### src/rtl/adc_accum.sv
// adc_accum: multi-channel accumulate-and-average ADC front end.
// Each conversion sums 2^LOG2_SAMPLES consecutive samples per channel in
// full-width accumulators and registers the per-channel mean.
// Supports one-shot and continuous (cont) conversion.
//
// Optional build macro: ADC_ROUND_EN
//   defined   -> result = (sum + 2^(LOG2_SAMPLES-1)) >> LOG2_SAMPLES (round half up)
//   undefined -> result = sum >> LOG2_SAMPLES (truncate)
//
// Ports:
//   clk            in   single clock, rising edge
//   rst_n          in   asynchronous active-low reset
//   start          in   begin/restart a conversion (wins over everything)
//   cont           in   continuous mode, sampled on the last-sample cycle
//   analog_input   in   CHANNELS*DATA_W, channel c at [c*DATA_W +: DATA_W]
//   digital_output out  CHANNELS*DATA_W registered averages, same packing
//   busy           out  high while in ACCUM
//   done           out  one-cycle pulse when digital_output updates
//   valid          out  digital_output holds a completed result

// Per-channel accumulator and result register.
module adc_accum_lane #(
  parameter int DATA_W       = 8,
  parameter int LOG2_SAMPLES = 8
) (
  input  logic              clk,
  input  logic              rst_n,
  input  logic              clr,     // restart: drop partial sum
  input  logic              acc_en,  // capture this cycle's sample
  input  logic              fire,    // last sample: publish result, rearm
  input  logic [DATA_W-1:0] sample,
  output logic [DATA_W-1:0] result
);
  localparam int ACC_W = DATA_W + LOG2_SAMPLES;
  localparam int SUM_W = ACC_W + 1;

  logic [ACC_W-1:0]  acc_q, acc_d;
  logic [DATA_W-1:0] result_q, result_d;
  logic [SUM_W-1:0]  sum, rnd;
  logic              lane_unused;

  // One spare bit so the rounding add cannot wrap.
  assign sum = SUM_W'(acc_q) + SUM_W'(sample);

`ifdef ADC_ROUND_EN
  assign rnd = sum + (SUM_W'(1) << (LOG2_SAMPLES - 1));
`else
  assign rnd = sum;
`endif

  // Top bit is provably zero; low bits are the discarded fraction.
  assign lane_unused = ^{rnd[SUM_W-1], rnd[LOG2_SAMPLES-1:0], sum[SUM_W-1]};

  always_comb begin
    acc_d    = acc_q;
    result_d = result_q;
    if (clr || fire)  acc_d = '0;
    else if (acc_en)  acc_d = sum[ACC_W-1:0];
    if (fire)         result_d = rnd[LOG2_SAMPLES +: DATA_W];
  end

  always_ff @(posedge clk or negedge rst_n) begin
    if (!rst_n) begin
      acc_q    <= '0;
      result_q <= '0;
    end else begin
      acc_q    <= acc_d;
      result_q <= result_d;
    end
  end

  assign result = result_q;
endmodule

module adc_accum #(
  parameter int DATA_W       = 8,
  parameter int CHANNELS     = 4,
  parameter int LOG2_SAMPLES = 8
) (
  input  logic                         clk,
  input  logic                         rst_n,
  input  logic                         start,
  input  logic                         cont,
  input  logic [CHANNELS*DATA_W-1:0]   analog_input,
  output logic [CHANNELS*DATA_W-1:0]   digital_output,
  output logic                         busy,
  output logic                         done,
  output logic                         valid
);
  typedef enum logic {IDLE = 1'b0, ACCUM = 1'b1} state_t;

  state_t                    state_q, state_d;
  logic [LOG2_SAMPLES-1:0]   cnt_q, cnt_d;
  logic                      done_q, done_d;
  logic                      valid_q, valid_d;
  logic                      clr, acc_en, fire, last;

  logic [CHANNELS-1:0][DATA_W-1:0] samp;
  logic [CHANNELS-1:0][DATA_W-1:0] res;

  assign samp = analog_input;
  assign last = &cnt_q;  // counter == N-1

  // State register
  always_ff @(posedge clk or negedge rst_n) begin
    if (!rst_n) state_q <= IDLE;
    else        state_q <= state_d;
  end

  // Next-state logic
  always_comb begin
    state_d = state_q;
    case (state_q)
      IDLE:    if (start) state_d = ACCUM;
      ACCUM:   if (!start && last && !cont) state_d = IDLE;
      default: state_d = IDLE;
    endcase
  end

  // Datapath controls. start outranks accumulation and the last sample.
  always_comb begin
    clr    = start;
    acc_en = (state_q == ACCUM) && !start;
    fire   = acc_en && last;
  end

  always_comb begin
    cnt_d   = cnt_q;
    done_d  = fire;
    valid_d = valid_q;
    if (clr || fire) cnt_d = '0;
    else if (acc_en) cnt_d = cnt_q + LOG2_SAMPLES'(1);
    if (start)       valid_d = 1'b0;
    else if (fire)   valid_d = 1'b1;
  end

  always_ff @(posedge clk or negedge rst_n) begin
    if (!rst_n) begin
      cnt_q   <= '0;
      done_q  <= 1'b0;
      valid_q <= 1'b0;
    end else begin
      cnt_q   <= cnt_d;
      done_q  <= done_d;
      valid_q <= valid_d;
    end
  end

  for (genvar c = 0; c < CHANNELS; c++) begin : g_lane
    adc_accum_lane #(
      .DATA_W       (DATA_W),
      .LOG2_SAMPLES (LOG2_SAMPLES)
    ) u_lane (
      .clk    (clk),
      .rst_n  (rst_n),
      .clr    (clr),
      .acc_en (acc_en),
      .fire   (fire),
      .sample (samp[c]),
      .result (res[c])
    );
  end

  assign digital_output = res;
  assign busy           = (state_q == ACCUM);
  assign done           = done_q;
  assign valid          = valid_q;
endmodule

### config.mk
export PLATFORM = sky130hd
export DESIGN_NAME = adc_accum
export DESIGN_NICKNAME = d
export VERILOG_FILES = /design/src/rtl/adc_accum.sv
export SDC_FILE = /design/constraint.sdc
export NUM_CORES = 1
export LEC_CHECK = 0
export CAP_MARGIN = 0
export CORE_UTILIZATION = 35
export DETAILED_ROUTE_END_ITERATION = 8
export PLACE_DENSITY = 0.59
export SYNTH_ARGS = -nofsm -noshare
export SYNTH_HDL_FRONTEND = slang
export SYNTH_SLANG_ARGS = --single-unit
### constraint.sdc
create_clock -name clk -period 2.7 [get_ports clk]
set_input_delay 0.675 -clock clk [delete_from_list [all_inputs] [get_ports clk]]
set_output_delay 0.675 -clock clk [all_outputs]
set_load 0.1 [all_outputs]
==> flow_summary.json, run 1 <==
{
  "result_of_the_run": "completed",
  "place_congestion": 0.802,
  "max-slew-margin-rel_pct": 61.5,
  "crit_arrival_ns": 2.83,
  "yosysSeqAreaShare_pct": 43.1,
  "tightestPinTransition_ns": 0.571,
  "synth-seq-cells": 107,
  "timing.reg2reg.setup_slack_ns": 0.50,
  "finalSetupTns_ns": 0,
  "worst-setup-path-type": "primary input to flop",
  "post_synth_num_cell_types": 57,
  "post_cts_hold_buffer_count": 0,
  "maxSlewViolCount": 0,
  "max-clock-path-buffers": 2,
  "die_area_um2": 18300,
  "synth_cells": 666,
  "tritoncts": "yes",
  "synthToLayoutAreaGrowth_pct": 30.6,
  "vias": 5326,
  "drv.max_cap_violation_count": 0,
  "total_clock_buffers_created_by_cts": 9,
  "nets": 882,
  "initial_utilization_pct": 35.9,
  "n_antenna_cell": 0,
  "syn_area_per_cell_um2": 9.33,
  "drive_gt1_share_pct": 21.4,
  "synth_ff_type": "dfrtp_1",
  "numClockSinks": 107,
  "fin_skew_ns": 0.0153,
  "htreeDepth": 3,
  "antenna_found_initial": 0,
  "leakage_nw": 3.70,
  "rr_startpoint": "g_lane[3].u_lane.acc_q[0]",
  "grt_overflow": 0,
  "post-route-period-util_pct": 95.9,
  "worstSetupEndpointType": "flop",
  "design.portCount": 71,
  "detail_route.iter0.violations": 274,
  "internal-power_mw": 3.55,
  "seq_power_share_pct": 36.8,
  "n_fill_cell": 1698,
  "antenna_violating_nets_post_route": 0,
  "synth_fp_nets": 739,
  "cell_area_after_synthesis_um2": 6210,
  "crit-reg2reg-capture": "g_lane[3].u_lane.acc_q[10]",
  "worstPathRequired_ns": 2.94,
  "clock_power_share_pct": 25.6,
  "timing.reg2reg.worst_path_depth": 10,
  "preCtsSetupSlack_ns": -0.525,
  "fin_crit_ns": 2.59,
  "switching_share_pct": 32.6,
  "report.final.hold_viol_count": 0,
  "power_mw": 5.26,
  "global_route_wire_length_before_repair_um": 25800,
  "path_clk_slew_ns": 0.07,
  "pwr-share-comb_pct": 37.6,
  "fin_ws_ns": 0.110,
  "dpl.hpwl_um": 11000,
  "dr.pass1.iters": 4,
  "timing.fmax_mhz": 386,
  "floorplan.die.height_um": 135,
  "drc": 0,
  "cp_max_fo": 4,
  "setup_viol_count_final": 0,
  "die-width_um": 135,
  "min_path_type": "primary input to async pin",
  "power_density_nw_per_um2": 649,
  "number_of_global_route_vias_before_repair": 5390,
  "total_net_switching_power_mw": 1.72,
  "std_cell_rows": 48,
  "yosysWarnings": 0,
  "cts.root.buffer_cell": "clkbuf_16",
  "clk-insertion-delay-late_ns": 0.36,
  "crit_path_start_kind": "primary input",
  "synth-async-reset-ratio_pct": 100,
  "number_of_enable_type_register_cells_in_the_synthesized_netlist": 0,
  "placement.io_buffers": 70,
  "grt.total_usage_pct": 17.8,
  "wl_um": 15400,
  "vdd.ir_drop.worst_v": 0.000310,
  "maximum_number_of_pins_on_one_net_before_global_route_repair": 50,
  "post_drt_via_cell_ratio": 5.13,
  "coreArea_um2": 17300,
  "wire_per_inst_um": 14.8
}
## stage by stage
step           cells  instance area, µm²  hold WS [ns]  util, %
4_1_cts         1034                8010         0.318     46.3
3_5_place_dp    1018                7680         0.471     44.4
6_report        1038                8110         0.305     46.9
3_3_place_gp    1018                7680         0.465     44.4
2_1_floorplan    666                6210         0.379        -
5_1_grt         1038                8110         0.332     46.9
## worst max-delay path, cell delays in order
cell and delay, ns:
clkdlybuf4s50_1 0.47, ha_2 0.18, inv_1 0.06, fa_2 0.35, nand2b_4 0.15, a21oi_2 0.17
o21a_2 0.20, and3_1 0.22, o21ai_0 0.10, a22o_1 0.24
## metal layers
layer  vias up  part of all wire (%)  global-route usage, %
li1       2674                     -                      -
met1      2559                    48                   23.4
met2        77                    48                   30.4
met3        16                   2.7                   1.95
met4         0                   1.3                   5.93
met5         -                     0                      0
## final cells by class
cell class	instances	area (µm²)	area share (%)
multi-input combinational	513	3430	42.3
sequential	107	2680	33.0
clock inverter	4	48.8	0.602
tap	225	282	3.47
timing repair buffer	158	1350	16.7
clock buffer	11	243	2.99
inverter	20	75.1	0.925
## logic make-up after synthesis
kind of cell	count (synthesis)	synth area share, %
compound gates	218	22.2
xor+xnor	50	7.05
fa+ha+maj	37	7.94
buf+inv	46	3.14
flops	107	43.1
mux	4	0.705
simple gates	204	15.8
## synth_stat cells (4+ instances only)
master	count	area, µm²
and3_1	8	50.1
ha_1	33	413
buf_2	6	30.0
a211oi_1	8	60.1
a22o_1	19	166
a21oi_1	32	160
o311ai_0	4	35.0
o31ai_1	6	45.0
nor2b_1	6	37.5
nor3_1	5	25.0
nand4_1	9	56.3
xor2_1	23	201
inv_1	19	71.3
or2_2	5	31.3
clkbuf_1	17	63.8
dfrtp_1	107	2680
o21bai_1	4	30.0
or3_1	8	50.1
nand3_1	13	65.1
fa_1	4	80.1
o22ai_1	5	31.3
xnor2_1	27	236
o21a_1	9	67.6
a31oi_1	10	62.6
nor2_1	33	124
a21o_1	14	105
nand2_1	87	327
o21ai_0	85	425
nand2b_1	15	93.8
## worst max-delay path by stage
stage / from / endpoint / slack [ns] / cells after the start
2_1_floorplan: analog_input[0] / g_lane[0].u_lane.acc_q[14] / 0.18 / 9
3_3_place_gp: analog_input[24] / g_lane[3].u_lane.result[2] / -0.44 / 11
3_5_place_dp: analog_input[24] / g_lane[3].u_lane.acc_q[14] / -0.53 / 10
4_1_cts: analog_input[24] / g_lane[3].u_lane.acc_q[14] / 0.008 / 10
5_1_grt: analog_input[0] / g_lane[0].u_lane.acc_q[10] / -0.007 / 10
6_report: analog_input[0] / g_lane[0].u_lane.acc_q[10] / 0.11 / 10
## power groups by stage
stage | clock, mW | sequential, mW | combinational [mW]
5_1_grt | 1.45 | 1.96 | 2.21
3_5_place_dp | 0 | 1.96 | 1.89
6_report | 1.35 | 1.94 | 1.98
3_3_place_gp | 0 | 1.95 | 1.84
4_1_cts | 1.39 | 1.93 | 1.92
2_1_floorplan | 0 | 1.93 | 1.16
## sequential cells by signal, summed over array words and instances, names as in the netlist
name and count:
valid 1, cnt_q 8, busy 1, g_lane.u_lane.result 32, done 1, g_lane.u_lane.acc_q 64
## placed cells by master (no fill, tap or decap), types with 7 or more instances in the layout
master           count
xnor2_1             26
a211oi_1             7
nand3_1             12
o21a_1               8
o21ai_0             81
or3_1                8
nand4_1              9
ha_1                31
nand2_1             87
nand2b_1            13
a21o_1              14
xor2_1              23
clkdlybuf4s50_1     33
a22o_1              19
dfrtp_1            107
nor2_1              32
a21oi_1             30
a31oi_1             10
clkbuf_16            9
inv_1               19
buf_4              117
and3_1               7
## repair_timing
action | in CTS | in global routing
setup buffers | 1 | 4
setup endpoints to repair | 8 | 32
pin swaps | 3 | 8
endpoints found under the hold margin | 0 | 0
gates resized for setup | 4 | 24
Note: power is estimated with default switching activity, not from simulation.
==> run 2: changes to the inputs <==
Settings changed: GPL_TIMING_DRIVEN from default to 0, PLACE_DENSITY 0.59 to 0.61.
Clock period 2.7 ns to 2.1 ns, I/O delays scaled along.
==> flow_summary.json, run 2 (synthesis gave the netlist of run 1 again) <==
{
  "initial_utilization_pct": 35.9,
  "nets": 854,
  "leakage_nw": 3.62,
  "multi_input_area_um2": 4210,
  "timing.reg2reg.setup_slack_ns": -0.06,
  "power_mw": 7.51,
  "antenna_found_initial": 0,
  "crit-reg2reg-capture": "g_lane[3].u_lane.acc_q[14]",
  "critical_path_cell_list": "ha_4 -> inv_2 -> fa_2 -> nand2b_4 -> a21oi_4 -> o32a_1 -> buf_6 -> nand4_1 -> buf_4 -> a21oi_1 -> o21ai_1",
  "maxSlewViolCount": 0,
  "wl_um": 17600,
  "worstSetupEndpointType": "flop",
  "placement.io_buffers": 70,
  "max-slew-margin-rel_pct": 36.3,
  "preCtsSetupSlack_ns": -0.941,
  "wire_per_inst_um": 17.4,
  "storage_cell_area_um2": 2680,
  "crit_arrival_ns": 2.40,
  "dr.pass1.iters": 5,
  "dpl.hpwl_um": 11900,
  "numClockSinks": 107,
  "vias": 5473,
  "count_of_buffer_and_inverter_cells_on_the_critical_path": 3,
  "synthToLayoutAreaGrowth_pct": 38.8,
  "drv.max_cap_violation_count": 0,
  "tightestPinTransition_ns": 0.960,
  "switching_share_pct": 35.1,
  "setup_viol_count_final": 7,
  "fin_skew_ns": 0.0112,
  "drive_gt1_share_pct": 26.9,
  "violations_in_the_final_reports": "negative setup slack",
  "cp_max_fo": 5,
  "seq_power_share_pct": 34.4,
  "place_area_um2": 7370,
  "critical_path.slowest_cell": "dfrtp_1",
  "fin_crit_ns": 2.16,
  "std_cell_rows": 48,
  "maximum_number_of_pins_on_one_net_before_global_route_repair": 66,
  "layout.cells.most_common_list": "dfrtp_1 (106), nand2_1 (86), o21ai_0 (56)",
  "report.final.hold_viol_count": 0,
  "htreeDepth": 3,
  "power_density_nw_per_um2": 871,
  "internal-power_mw": 4.88,
  "clk-insertion-delay-late_ns": 0.36,
  "tritoncts": "yes",
  "post-route-period-util_pct": 103,
  "total_clock_buffers_created_by_cts": 9,
  "slowest_delay_ns": 0.40,
  "worstPathRequired_ns": 2.34,
  "vdd.ir_drop.worst_v": 0.000443,
  "max-clock-path-buffers": 2,
  "fin_area_um2": 8620,
  "path_clk_slew_ns": 0.07,
  "n_fill_cell": 1607,
  "crit_path_start_kind": "flop",
  "clock_power_share_pct": 24.5,
  "total_net_switching_power_mw": 2.64,
  "drc": 0,
  "pwr-share-comb_pct": 41.1,
  "n_antenna_cell": 0,
  "largest_reg_flops": 64,
  "die_area_um2": 18300,
  "number_of_global_route_vias_before_repair": 5380,
  "grt.total_usage_pct": 19.8,
  "result_of_the_run": "complete, but fails checks",
  "timing.critical_path.max_delay_family": "compound AO/OA/AOI/OAI gates",
  "post_cts_hold_buffer_count": 0,
  "post_drt_via_cell_ratio": 5.42,
  "antenna_violating_nets_post_route": 0,
  "min_path_type": "primary input to async pin",
  "grt_overflow": 0,
  "design.portCount": 71,
  "rr_startpoint": "g_lane[3].u_lane.acc_q[0]",
  "fin_ws_ns": -0.0586,
  "cts.root.buffer_cell": "clkbuf_16",
  "global_route_wire_length_before_repair_um": 28200,
  "place_congestion": 0.817,
  "coreArea_um2": 17300,
  "timing.reg2reg.worst_path_depth": 11,
  "unrepaired_setup_endpoints_after_global_routing": "true",
  "layout.cells.most_common": "dfrtp_1",
  "die-width_um": 135,
  "timing.fmax_mhz": 463,
  "worst-setup-path-type": "flop to flop",
  "detail_route.iter0.violations": 285,
  "floorplan.die.height_um": 135,
  "final_core_utilization_pct": 49.9,
  "registers.top_by_ff_count": "g_lane.u_lane.acc_q"
}
-- run 2: cell types whose count changed in the layout (fill, tap and decap cells not counted), sizes merged --
| cell | delta |
|---|---|
| clkinv | -1 |
| clkbuf | +32 |
| clkdlybuf4s50 | -28 |
| bufinv | +1 |
| dlygate4sd2 | +20 |
| buf | -82 |
| clkinvlp | +2 |
| dlymetal6s2s | +5 |
| clkdlybuf4s15 | +23 |
-- run 2: worst max-delay path by stage --
| stage | from | end | slack, ns | depth (start not counted) |
|---|---|---|---|---|
| floorplan | analog_input[0] | g_lane[0].u_lane.acc_q[14] | -0.12 | 9 |
| global placement | rst_n | busy | -4.24 | 1 |
| detailed placement | analog_input[0] | g_lane[0].u_lane.acc_q[14] | -0.94 | 10 |
| CTS | g_lane[3].u_lane.acc_q[0] | g_lane[3].u_lane.acc_q[14] | -0.06 | 10 |
| global route | g_lane[3].u_lane.acc_q[0] | g_lane[3].u_lane.result[6] | -0.14 | 11 |
| finish | g_lane[3].u_lane.acc_q[0] | g_lane[3].u_lane.acc_q[14] | -0.06 | 11 |
-- run 2: per-stage QoR --
stage               hold WS, ns  TNS, ns  instances
floorplan                 0.229   -0.462        666
global placement          0.471  -465.93        961
detailed placement        0.472   -60.49        962
CTS                       0.194   -0.114        996
global route              0.226    -1.41       1010
finish                    0.173   -0.203       1010
-- run 2: layer usage --
metal,GRT usage (%),up-vias,routed length [µm]
li1,-,2618,-
met1,27.1,2686,8260
met2,32.8,142,8340
met3,2.73,27,687
met4,5.62,0,303
met5,0,-,0
-- run 2: repair_timing --
action / in CTS / in global routing
cloned: 0 / 0
pin swaps: 44 / 48
resized for setup: 171 / 118
hold endpoints to repair: 0 / 0
buffers inserted: 19 / 14
endpoints found under the setup margin: 130 / 109
-- run 2: cell type report --
type                       count  share of cell area (%)
timing repair buffer         104                    10.6
multi-input combinational    513                    48.8
buffer                        26                    1.80
clock inverter                 6                    1.03
sequential                   107                    31.1
clock buffer                   9                    2.61
tap                          225                    3.26
inverter                      20                   0.871
-- run 2: power groups by stage --
stage	clock (mW)	combinational, mW	sequential [mW]
after floorplan	0	1.57	2.49
after global placement	0	1.98	2.52
after detailed placement	0	2.08	2.54
after CTS	1.88	2.69	2.55
after global routing	1.95	3.36	2.62
final	1.84	3.09	2.59
-- run 2: worst reg2reg max path, cell delays in order, from the launching register on --
cell and delay [ns]:
dfrtp_1 0.40, ha_4 0.15, inv_2 0.03, fa_2 0.33
nand2b_4 0.17, a21oi_4 0.16, o32a_1 0.20, buf_6 0.13
nand4_1 0.10, buf_4 0.18, a21oi_1 0.13, o21ai_1 0.08
